==> src/rtl/shiftreg_pkg.sv <==
// Shared widths, types and helpers for the shift-register serializer.
package shiftreg_pkg;

    localparam int unsigned OutputWidth = 13;
    localparam int unsigned Stage1Width = 5;
    localparam int unsigned ChunkWidth  = Stage1Width;
    localparam int unsigned NumChunks   = (OutputWidth + ChunkWidth - 1) / ChunkWidth;
    localparam int unsigned CounterWidth = (NumChunks > 1) ? $clog2(NumChunks) : 1;

    typedef logic [ChunkWidth-1:0]   chunk_type;
    typedef logic [CounterWidth-1:0] counter_type;

    typedef enum logic {
        IDLE  = 1'b0,
        SHIFT = 1'b1
    } state_e;

    // Integer ceiling division used for chunk-count derivation.
    function automatic int unsigned ceil_div(input int unsigned num, input int unsigned den);
        return (num + den - 1) / den;
    endfunction

endpackage

==> src/rtl/shiftreg_serializer.sv <==
// Parallel-to-serial converter: emits a word as LSB-first chunks with
// ready/valid handshakes on both sides and a last-chunk marker.
module shiftreg_serializer #(
    parameter int unsigned InputWidth = shiftreg_pkg::OutputWidth,
    parameter int unsigned ChunkWidth = shiftreg_pkg::Stage1Width
) (
    input  logic                  clk_i,
    input  logic                  rst_i,
    input  logic                  clear_i,
    input  logic [InputWidth-1:0] data_i,
    input  logic                  valid_i,
    output logic                  ready_o,
    output logic [ChunkWidth-1:0] data_o,
    output logic                  valid_o,
    input  logic                  ready_i,
    output logic                  last_o
);
    import shiftreg_pkg::*;

    localparam int unsigned NChunks    = ceil_div(InputWidth, ChunkWidth);
    localparam int unsigned ShiftWidth = NChunks * ChunkWidth;
    localparam int unsigned CntWidth   = (NChunks > 1) ? $clog2(NChunks) : 1;

    state_e                state_q, state_d;
    logic [CntWidth-1:0]   cnt_q, cnt_d;
    logic [ShiftWidth-1:0] shift_q, shift_d;

    logic is_last;
    logic out_hs;
    logic accept;

    assign is_last = (cnt_q == CntWidth'(NChunks - 1));

    assign valid_o = (state_q == SHIFT);
    assign last_o  = valid_o && is_last;
    assign data_o  = shift_q[ChunkWidth-1:0];
    assign out_hs  = valid_o && ready_i;

    // Reset is folded in so ready_o reads low while the block is held in reset.
    assign ready_o = !rst_i && !clear_i && ((state_q == IDLE) || (out_hs && is_last));
    assign accept  = valid_i && ready_o;

    always_ff @(posedge clk_i or posedge rst_i) begin
        if (rst_i) begin
            state_q <= IDLE;
            cnt_q   <= '0;
            shift_q <= '0;
        end else begin
            state_q <= state_d;
            cnt_q   <= cnt_d;
            shift_q <= shift_d;
        end
    end

    always_comb begin
        state_d = state_q;
        cnt_d   = cnt_q;
        shift_d = shift_q;

        if (clear_i) begin
            state_d = IDLE;
            cnt_d   = '0;
            shift_d = '0;
        end else begin
            if (out_hs) begin
                shift_d = shift_q >> ChunkWidth;
                if (is_last) begin
                    state_d = IDLE;
                    cnt_d   = '0;
                end else begin
                    cnt_d = cnt_q + CntWidth'(1);
                end
            end
            // A new word may land on the same edge as the final-chunk handshake.
            if (accept) begin
                state_d = SHIFT;
                cnt_d   = '0;
                shift_d = ShiftWidth'(data_i);
            end
        end
    end

endmodule

==> config.mk <==
export PLATFORM = sky130hd
export DESIGN_NAME = shiftreg_serializer
export DESIGN_NICKNAME = d
export VERILOG_FILES = /design/src/rtl/shiftreg_pkg.sv /design/src/rtl/shiftreg_serializer.sv
export SDC_FILE = /design/constraint.sdc
export NUM_CORES = 1
export LEC_CHECK = 0
export ABC_AREA = 1
export BUFFER_PORTS_ARGS = -buffer_cell sky130_fd_sc_hd__buf_2
export CAP_MARGIN = 20
export CELL_PAD_IN_SITES_DETAIL_PLACEMENT = 2
export CELL_PAD_IN_SITES_GLOBAL_PLACEMENT = 2
export CORE_MARGIN = 2
export CORE_UTILIZATION = 25
export CTS_CLUSTER_DIAMETER = 100
export CTS_CLUSTER_SIZE = 16
export DETAILED_ROUTE_END_ITERATION = 7
export GPL_TIMING_DRIVEN = 0
export PLACE_DENSITY = 0.69
export SYNTH_ARGS = -nofsm -noshare
export SYNTH_HDL_FRONTEND = slang
export SYNTH_SLANG_ARGS = --single-unit
==> constraint.sdc <==
create_clock -name clk_i -period 3.08 [get_ports clk_i]
set_clock_uncertainty 0.2 [all_clocks]
set_input_delay 0.616 -clock clk_i [delete_from_list [all_inputs] [get_ports clk_i]]
set_output_delay 0.616 -clock clk_i [all_outputs]
set_load 0.03 [all_outputs]
==> results.py <==
metrics = {
    "drt": {
        "drt-total-wl_mm": 2.36,
        "wl_per_cell_um": 12.8,
        "avgViaCountPerCell": 4.50,
        "drtAntennaViolNets": 0,
        "vias": 828,
        "drc": 0,
        "drtIter0Drc": 10,
        "first_pass_iters": 2,
    },
    "placed_design": {
        "place_ws_ns": 0.612,
        "dpl.cell_count": 181,
        "port-buffer-count": 25,
        "dpl-instance-area_sq_um": 1050,
        "gp_congestion": 0.668,
        "dp_hpwl_mm": 1.81,
    },
    "grt": {
        "grt_pass1_vias": 912,
        "grt_max_degree": 17,
        "grtUsageTotal": 0.138,
        "grt_pass1_wl_mm": 4.25,
        "antenna_found_initial": 0,
        "grt_remaining_overflow": 0,
    },
    "sta": {
        "worstMarginPinSlew_ns": 0.645,
        "finalHoldViolations": 0,
        "post-route-min-period_ns": 2.45,
        "setup_tns_ns": 0,
        "hold_slack_ns": 0.227,
        "grt_setup_unrepaired": "no",
        "worst_slack_ns": 0.625,
        "setup_viol": 0,
        "post-route-period-util": 0.797,
        "max_slew_margin": 0.570,
        "slew_viol_final": 0,
        "fmax_mhz": 407,
    },
    "power": {
        "p_int_uw": 305,
        "p_sw_frac": 0.321,
        "power_frac_seq": 0.522,
        "ir_drop_uv": 142,
        "power.leakage_nw": 0.620,
        "p_sw_uw": 144,
        "power_uw": 449,
        "combPwrFrac": 0.221,
        "p_per_area_nw_per_um2": 419,
        "p_clk_frac": 0.257,
    },
    "floorplan": {
        "dieHeight_um": 62.9,
        "start_util": 0.259,
        "die_w_um": 62.9,
        "boundaryPins": 26,
        "coreArea_sq_um": 3340,
        "rows": 21,
        "dieArea_sq_um": 3950,
    },
    "setup_path": {
        "path_class": "primary input to primary output",
        "cp-end-kind": "primary output",
        "critPathRequiredTime_ns": 2.26,
        "rrSetupSlack_ns": 1.35,
        "path_max_fanout": 10,
        "critPathArrivalTime_ns": 1.64,
        "critPathLaunchType": "primary input",
    },
    "cells_and_area": {
        "fin_cells": 184,
        "final_core_utilization": 0.321,
        "n_fill_cell": 418,
        "final_cell_mix": "nand2_1 (51), buf_2 (25), dfrtp_1 (16)",
        "diodes": 0,
        "layout_commonest_cell": "nand2_1",
        "drive_above_1_share": 0.312,
        "multi_input_area_sq_um": 383,
        "final_design_area_no_fill_sq_um": 1070,
        "syn2layout_area_growth_pct": 23.7,
        "seqCellArea_sq_um": 400,
        "nNetsFinal": 158,
    },
    "clock_network": {
        "cts_buffers": 3,
        "cts_max_level": 1,
        "cts_hold_buf": 0,
        "cts.sinks": 16,
        "cts_tree": "done",
        "worstSkewPairLatency_ns": 0.29,
        "ctsResizeCount": 0,
        "cts_setup_buffers": 0,
        "cts.reportedPaths.clkPinSlew_ns": 0.10,
        "clock-root-buffer": "clkbuf_4",
        "clk_path_buf_depth": 2,
    },
    "yosys": {
        "synth_xor_area_frac": 0,
        "synth_nets": 128,
        "synth.avg_cell_area_sq_um": 7.87,
        "synth_area_sq_um": 866,
        "yosysWarnings": 0,
        "ys_types": 20,
        "synth_fa_ha_area_frac": 0,
        "synth_mux_area_frac": 0,
        "ys_seq_elements": 16,
        "yosysSeqAreaShare": 0.462,
        "synth_top_family_by_area": "simple AND/OR/NAND/NOR gates",
        "synth-compound-area-share": 0.0477,
        "netlist_instances": 110,
        "yosys.area_share.simple": 0.395,
    },
    "outcome": {
        "status": "completed",
    },
    "hold_path": {
        "hold_class": "primary input to asynchronous set/reset pin",
    },
    "flow_run": {
        "drv_cap": 0,
    },
}
==> sequential cells by signal, summed over array words and instances, names as in the netlist <==
name     flops
shift_q     13
cnt_q        2
valid_o      1
==> final timing paths <==
kind                                to         from  cells past startpoint
max                            ready_o      clear_i                      4
min                         shift_q[9]        rst_i                      2
max reg2reg                 shift_q[7]     cnt_q[0]                      8
min reg2reg                shift_q[11]  shift_q[11]                      2
max in group asynchronous   shift_q[1]        rst_i                      2
min in group clk_i         shift_q[11]  shift_q[11]                      2
==> power by group through the flow <==
stage / Combinational, mW / Clock (mW) / Sequential [mW]
floorplan: 0.0646 / 0 / 0.238
global placement: 0.0986 / 0 / 0.238
detailed placement: 0.102 / 0 / 0.239
CTS: 0.102 / 0.122 / 0.235
global route: 0.112 / 0.132 / 0.237
finish: 0.0990 / 0.115 / 0.235
==> Yosys cell counts, drive strengths merged <==
| cell type | number | share of area |
|---|---|---|
| nand2 | 52 | 0.23 |
| dfrtp | 16 | 0.46 |
| nand4 | 8 | 0.058 |
| buf | 7 | 0.065 |
| nand3 | 7 | 0.046 |
| inv | 6 | 0.026 |
| nor2 | 5 | 0.030 |
| a21oi | 2 | 0.029 |
| nor3 | 2 | 0.012 |
| a21boi | 1 | 0.013 |
| and3 | 1 | 0.0072 |
| clkbuf | 1 | 0.0043 |
| o21ai | 1 | 0.0058 |
| or2 | 1 | 0.0072 |
==> per-layer routing <==
layer	up-vias	share of wire	track usage
li1	404	-	-
met1	408	0.42	0.164
met2	14	0.54	0.253
met3	2	0.039	0.0234
met4	0	0.0034	0.0417
met5	-	0	0
==> layout make-up <==
class / count / share of cell area
Sequential cell: 16 / 0.374
Multi-Input combinational cell: 80 / 0.357
Timing Repair Buffer: 25 / 0.117
Buffer: 8 / 0.0561
Tap cell: 46 / 0.0537
Clock buffer: 3 / 0.0210
Inverter: 6 / 0.0210
==> worst max-delay path, stage by stage <==
cell      delay (ns)
buf_2           0.15
nor2_4          0.26
a21boi_2        0.35
buf_2           0.26
==> kinds of logic (layout without fill, tap and decap cells) <==
logic type | Yosys count | count (layout)
buffers and inverters | 14 | 42
AND/OR/NAND/NOR | 76 | 76
AO/OA/AOI/OAI | 4 | 4
flip-flops | 16 | 16
Power figures use the tool's default switching activity.
